===== src/rtl/fetch_stage_pkg.sv =====
// Shared constants and state type for the instruction-fetch front end.
package fetch_stage_pkg;

  localparam int unsigned XLEN   = 32;
  localparam int unsigned INST_W = 32;

  localparam logic [XLEN-1:0]   RESET_PC_DEF = 32'h4000_0000;
  localparam logic [INST_W-1:0] NOP_INST_DEF = 32'h0000_0013;

  // Encoding is {req_v, hold_v}; 2'b11 is never reached.
  typedef enum logic [1:0] {
    EMPTY  = 2'b00,
    STREAM = 2'b10,
    HOLD   = 2'b01
  } fetchState_t;

endpackage


===== src/rtl/fetch_stage_hold_buf.sv =====
// Tracks whether decode holds a live instruction and keeps it stable across stalls.
module fetch_hold_buf
  import fetch_stage_pkg::*;
#(
  parameter logic [INST_W-1:0] NOP_INST = NOP_INST_DEF
) (
  input  logic              clk,
  input  logic              rst,
  input  logic              issue,
  input  logic              redirectValid,
  input  logic [INST_W-1:0] imemRdata,
  output logic              busy,
  output logic              validD,
  output logic [INST_W-1:0] instD
);

  fetchState_t state, stateNext;
  logic [INST_W-1:0] holdInst;
  logic reqV, holdV;

  assign reqV = state[1];
  assign holdV = state[0];

  always_ff @(posedge clk) begin
    if (rst) state <= EMPTY;
    else     state <= stateNext;
  end

  always_comb begin
    stateNext = state;
    if (issue)                 stateNext = STREAM;
    else if (state == STREAM)  stateNext = HOLD;
  end

  // Memory data is only valid the cycle after a request, so capture it on the first stalled cycle.
  always_ff @(posedge clk) begin
    if (rst)                            holdInst <= NOP_INST;
    else if (!issue && state == STREAM) holdInst <= imemRdata;
  end

  assign busy   = reqV | holdV;
  assign validD = busy & ~redirectValid;

  always_comb begin
    instD = imemRdata;
    if (!validD)    instD = NOP_INST;
    else if (holdV) instD = holdInst;
  end

  stateLegal: assert property (@(posedge clk) disable iff (rst) !(reqV && holdV));

endmodule


===== src/rtl/fetch_stage.sv =====
// Fetch front end: PC register, next-address selection and delivered-instruction counter.
module fetch_stage
  import fetch_stage_pkg::*;
#(
  parameter logic [XLEN-1:0]   RESET_PC = RESET_PC_DEF,
  parameter logic [INST_W-1:0] NOP_INST = NOP_INST_DEF
) (
  input  logic              clk,
  input  logic              rst,
  input  logic              stall_f,
  input  logic              stall_d,
  input  logic              redirect_valid,
  input  logic [XLEN-1:0]   redirect_pc,
  output logic              imem_en,
  output logic [XLEN-1:0]   imem_addr,
  input  logic [INST_W-1:0] imem_rdata,
  output logic [INST_W-1:0] inst_d,
  output logic [XLEN-1:0]   pc_d,
  output logic              valid_d,
  output logic [31:0]       fetch_count
);

  logic [XLEN-1:0] pcF, nextAddr;
  logic issue, busy;
  logic [1:0] unusedRedirectLsbs;

  assign unusedRedirectLsbs = redirect_pc[1:0];
  assign issue = redirect_valid | ~stall_f;

  // EMPTY has no instruction in flight yet, so it re-issues pcF rather than advancing.
  always_comb begin
    nextAddr = pcF;
    if (redirect_valid) nextAddr = {redirect_pc[XLEN-1:2], 2'b00};
    else if (busy)      nextAddr = pcF + 32'd4;
  end

  always_ff @(posedge clk) begin
    if (rst)        pcF <= RESET_PC;
    else if (issue) pcF <= nextAddr;
  end

  always_ff @(posedge clk) begin
    if (rst)                       fetch_count <= '0;
    else if (valid_d && !stall_d)  fetch_count <= fetch_count + 32'd1;
  end

  fetch_hold_buf #(.NOP_INST(NOP_INST)) holdBuf (
    .clk           (clk),
    .rst           (rst),
    .issue         (issue),
    .redirectValid (redirect_valid),
    .imemRdata     (imem_rdata),
    .busy          (busy),
    .validD        (valid_d),
    .instD         (inst_d)
  );

  assign imem_en   = issue;
  assign imem_addr = nextAddr;
  assign pc_d      = pcF;

  stallOrder: assert property (@(posedge clk) disable iff (rst) !(stall_d && !stall_f));

endmodule


===== config.mk =====
export PLATFORM = sky130hd
export DESIGN_NAME = fetch_stage
export DESIGN_NICKNAME = d
export VERILOG_FILES = /design/src/rtl/fetch_stage_pkg.sv /design/src/rtl/fetch_stage_hold_buf.sv /design/src/rtl/fetch_stage.sv
export SDC_FILE = /design/constraint.sdc
export NUM_CORES = 1
export LEC_CHECK = 0
export ABC_AREA = 1
export CAP_MARGIN = 20
export CORE_ASPECT_RATIO = 1.4
export CORE_MARGIN = 3
export CORE_UTILIZATION = 40
export DETAILED_ROUTE_END_ITERATION = 10
export PLACE_DENSITY_LB_ADDON = 0.15
export SLEW_MARGIN = 10
export SYNTH_ARGS = -nofsm -noshare
export SYNTH_HDL_FRONTEND = slang
export SYNTH_SLANG_ARGS = --single-unit

===== constraint.sdc =====
create_clock -name clk -period 3 [get_ports clk]
set_clock_uncertainty 0.2 [all_clocks]
set_input_delay 0.9 -clock clk [delete_from_list [all_inputs] [get_ports clk]]
set_output_delay 0.9 -clock clk [all_outputs]
set_load 0.05 [all_outputs]

Word-level counts from Yosys, hierarchy flattened
Cells that the tools add are included.
{"block": "word_totals", "reg_bits": 98, "input_bits": 69, "output_inout_bits": 130}
{"block": "classes", "n_addsub": 2, "eq_ne": 1, "mux": 6, "n_bitwise": 5, "n_reduce_logical": 6}
{"op": "$mux W32", "count": 4}
{"op": "$add A32 B1 Y32 const B", "count": 1}
{"op": "$add A32 B3 Y32 const B", "count": 1}
{"op": "$mux W2", "count": 2}
{"op": "$eq A2 B2 Y1 const B", "count": 1}
{"op": "$logic_and A1 B1 Y1", "count": 2}
{"op": "$logic_not A1 Y1", "count": 2}
{"op": "$not A1 Y1", "count": 2}
{"op": "$or A1 B1 Y1", "count": 2}
{"op": "$reduce_bool A2 Y1", "count": 1}
{"op": "$reduce_or A2 Y1", "count": 1}
{"op": "$and A1 B1 Y1", "count": 1}

Depth between registers and ports, before layout
Gate-level depths: netlist (run 1).
{"block": "logic_depth", "ltp_word": 4, "depth_mapped": 12, "depth_no_buf": 12}

By module
A second synthesis (run 1) with hierarchy kept.
{"block": "unflattened", "cells_unflattened": 1115, "area_unflattened_um2": 6545.0}
{"module": "fetch_stage", "instances": 1, "cells_per_inst": 709, "area_each_um2": 4317.9, "seq_area_each_um2": 1281.2}
{"module": "fetch_hold_buf", "instances": 1, "cells_per_inst": 406, "area_each_um2": 2227.1, "seq_area_each_um2": 680.7}

Least setup slack after synthesis (run 1)
OpenSTA, ideal clock, no wires.
{"block": "synth_path", "path_kind": "reg2out", "start": "register pcF[3] (netlist: pc_d[3])", "end": "output imem_addr[26]", "t_arrival_ps": 2725, "slack_ps": -825, "path_stages_with_launch": 10, "n_path_buf": 0, "cell_sequence": "dfxtp_1 -> ha_1 -> nand3_1 -> nor2_1 -> nand4_1 -> nor2_4 -> nand2_1 -> nand2_1 -> nand2_1 -> a21boi_0"}
{"block": "synth_between", "elab_chain_len": 3}
{"item": "from (decl)", "line": "fetch_stage.sv:23", "rtl": "logic [XLEN-1:0] pcF, nextAddr;"}
{"item": "from (signal assigned)", "line": "fetch_stage.sv:39", "rtl": "else if (issue) pcF <= nextAddr;"}
{"item": "$add A32 B3 Y32", "line": "fetch_stage.sv:34", "rtl": "else if (busy) nextAddr = pcF + 32'd4;"}
{"item": "$mux W32", "line": "fetch_stage.sv:34"}
{"item": "$mux W32", "line": "fetch_stage.sv:33", "rtl": "if (redirect_valid) nextAddr = {redirect_pc[XLEN-1:2], 2'b00};"}
{"item": "to (decl)", "line": "fetch_stage.sv:15", "rtl": "output logic [XLEN-1:0] imem_addr,"}
No other way between the ends.

Worst setup path in the final report (run 1)
{"block": "layout_path", "start": "register pcF[4] (netlist: pc_d[4])", "end": "output imem_addr[29]"}
The elaborated chain is that of the path after synthesis.

==> flow_metrics.env, run 1 <==
export IMPL_outcome="finished, violations left"
export IMPL_violations="setup timing"
export IMPL_cpMostUsedCell="nand2_1"
export IMPL_cts_buffers=9
export IMPL_crit_fanout=6
export IMPL_first_iter_violations=276
export IMPL_p_sw_frac=0.323
export IMPL_clk_latency_ns=0.34
export IMPL_cts_num_sinks=98
export IMPL_p_clk_frac=0.333
export IMPL_firstDrtPassIters=5
export IMPL_combPwrFrac=0.285
export IMPL_die_y_um=150
export IMPL_end_kind="output pin"
export IMPL_setup_slack_ns=-0.105
export IMPL_setup_viol=11
export IMPL_grt_pass1_vias=6612
export IMPL_syn_area_sq_um=5940
export IMPL_crit_type="reg2out"
export IMPL_boundaryPins=199
export IMPL_holdBufCountCts=0
export IMPL_post_route_util=0.658
export IMPL_start_util=0.410
export IMPL_viasPerCell=4.92
export IMPL_post_route_period_util=1.03
export IMPL_drv_cap=0
export IMPL_dp_slack_ns=-0.0826
export IMPL_syn2layout_area_growth_pct=60.7
export IMPL_grt_use_total=0.239
export IMPL_dp_hpwl_um=14500
export IMPL_fin_hold_ws_ns=0.259
export IMPL_hold_class="reg2reg"
export IMPL_rsz0062_at_grt="yes"
export IMPL_final_hold_viol_count=0
export IMPL_post_place_cells=1365
export IMPL_switchingPower_uw=1180
export IMPL_cp_num_buf_inv=2
export IMPL_relSlewSlack=0.631
export IMPL_rows=52
export IMPL_syn_area_per_cell_sq_um=6.05
export IMPL_worst_pin_slew_ns=0.552
export IMPL_htreeDepth=3
export IMPL_peakVddDrop_v=0.000256
export IMPL_wl_um=19300
export IMPL_root_buffer="clkbuf_16"
export IMPL_crit_family="simple AND/OR/NAND/NOR gates"
export IMPL_tritoncts="done"
export IMPL_final_cells=1390
export IMPL_grt_pass1_wl_um=31500
export IMPL_port_buffers=196
export IMPL_fin_nets=1267
export IMPL_grt_ovfl_total=0
export IMPL_synthesis_nets=1053
export IMPL_yosysWarnings=0
export IMPL_most_common_layout_cells="nand2_1 (396), clkdlybuf4s50_1 (128), inv_1 (111)"
export IMPL_vias=6832
export IMPL_route_detailed_drc=0
export IMPL_pwr_share_seq=0.382
export IMPL_core_sq_um=14500
export IMPL_gp_congestion=0.905
export IMPL_antenna_found_initial=0
export IMPL_p_leak_uw=0.00410
export IMPL_cp_start_kind="register"
export IMPL_avgRoutedWirePerCell_um=13.9
export IMPL_max_freq_mhz=322
export IMPL_worst_endpoint_arrival_ns=2.00
export IMPL_cp_slowest_cell="dfxtp_2"
export IMPL_synthCells=982
export IMPL_grt_max_degree=34
export IMPL_drive_above_1_share=0.197
export IMPL_dieWidth_um=109
export IMPL_clkTransAtPathRegs_ns=0.07
export IMPL_layout_commonest_cell="nand2_1"
export IMPL_worst_ep_required_time_ns=1.90
export IMPL_ys_seq_area_frac=0.330
export IMPL_drt_antenna_violating_nets=0
export IMPL_intPower_uw=2470
export IMPL_synth_seq_cells=98
export IMPL_diodes=0
export IMPL_power_density_nw_per_um2=383
export IMPL_max_stage_delay_ns=0.39
export IMPL_cts_max_path_buffers=2
export IMPL_die_area_sq_um=16400
export IMPL_path_cells="nand3_1 > inv_1 > nand4_1 > nor2_4 > nand2_1 > nand2_1 > nand2_1 > a21boi_4 > buf_12"
export IMPL_ys_types=40
export IMPL_min_period_ns=3.10
export IMPL_slew_viol_final=0
[sequential cells by signal (all words and copies together) (netlist names)]
register          count
pc_d                 32
holdBuf.holdInst     32
fetch_count          32
holdBuf.state         2
[worst paths after layout]
kind / start / endpoint / slack [ns] / cells past startpoint
min reg2reg: pc_d[1]$_SDFFE_PP0P_ / pc_d[1]$_SDFFE_PP0P_ / 0.26 / 2
max reg2reg: holdBuf.state[0]$_SDFFE_PP0P_ / fetch_count[12]$_SDFFE_PP0P_ / 1.03 / 11
max: pc_d[4]$_SDFFE_PP0P_ / imem_addr[29] / -0.10 / 9
min: pc_d[1]$_SDFFE_PP0P_ / pc_d[1]$_SDFFE_PP0P_ / 0.26 / 2
[metrics by stage]
stage,setup TNS (ns),total power [uW],cell area (sq um)
2_1_floorplan,-0.142,1960,6060
4_1_cts,-0.703,3690,9500
3_5_place_dp,-0.363,2450,8970
6_report,-0.575,3650,9550
5_1_grt,-2.25,3810,9550
3_3_place_gp,-0.249,2440,8970
[final cells by class]
cell class | count | area, sq um
Tap cell | 189 | 236
Sequential cell | 98 | 1990
Clock inverter | 6 | 73.8
Fill cell | 1277 | 4960
Multi-Input combinational cell | 727 | 3620
Inverter | 121 | 454
Timing Repair Buffer | 239 | 2930
Clock buffer | 10 | 239
[per-layer routing]
layer | global-route usage | routed length [um] | vias up | part of all wire
met4 | 0.0954 | 506 | 0 | 0.026
met1 | 0.268 | 7500 | 3103 | 0.39
met2 | 0.445 | 10300 | 203 | 0.53
li1 | - | - | 3491 | -
met3 | 0.0335 | 1040 | 35 | 0.054
met5 | 0 | 0 | - | 0
[Yosys cell counts (all sizes together)]
cell    count  share of area
o21bai      2         0.0025
a21oi      58          0.049
clkbuf     20          0.013
xor2       17          0.025
dfxtp      98           0.33
xnor2       3         0.0044
nand3b      1         0.0013
nor2       81          0.067
o31ai       1         0.0013
nand3      56          0.050
inv       121          0.076
nor3       23          0.026
o22ai       1         0.0011
or2         7         0.0074
a31oi       2         0.0021
buf        16          0.014
a21boi      5         0.0063
nand4      18          0.019
and2        1         0.0011
o21ai      35          0.031
nor3b       1         0.0013
o21a        4         0.0051
ha          2         0.0042
a211oi      1         0.0013
nand2     408           0.26
[power by group through the flow]
stage | Combinational [uW] | Clock, uW | Sequential, uW
after floorplan | 443 | 0 | 1510
after global placement | 1020 | 0 | 1420
after detailed placement | 1020 | 0 | 1420
after CTS | 1040 | 1260 | 1390
after global routing | 1110 | 1300 | 1400
final | 1040 | 1220 | 1390
[what timing repair did]
| action | 4_1_cts | 5_1_grt |
|---|---|---|
| pin swaps | 15 | 13 |
| setup buffers | 9 | 0 |
| gates resized for setup | 43 | 19 |
| endpoints found under the setup margin | 18 | 24 |
[worst register-to-register path: cells and delay by family, from the launching register on]
kind	cells	cell delay, ns
and+or+nand+nor	7	0.77
DFF	1	0.40
buffers and inverters	2	0.33
AOI/OAI and AO/OA	2	0.18
[cell families after synthesis]
family                     count (synthesis)  share of synthesized area
and+or+nand+nor                          596                      0.434
DFF                                       98                      0.330
buffers and inverters                    157                      0.103
xor gates and xnor gates                  20                     0.0295
adders and majority gates                  2                    0.00421
AOI/OAI and AO/OA                        109                     0.0992
Power figures use the tool's default switching activity.
==> inputs of run 2 (changes only) <==
HOLD_SLACK_MARGIN = 0.1   (was unset)
==> results of run 2 <==
The final DEF is identical to that of run 1; final timing and power are the same.
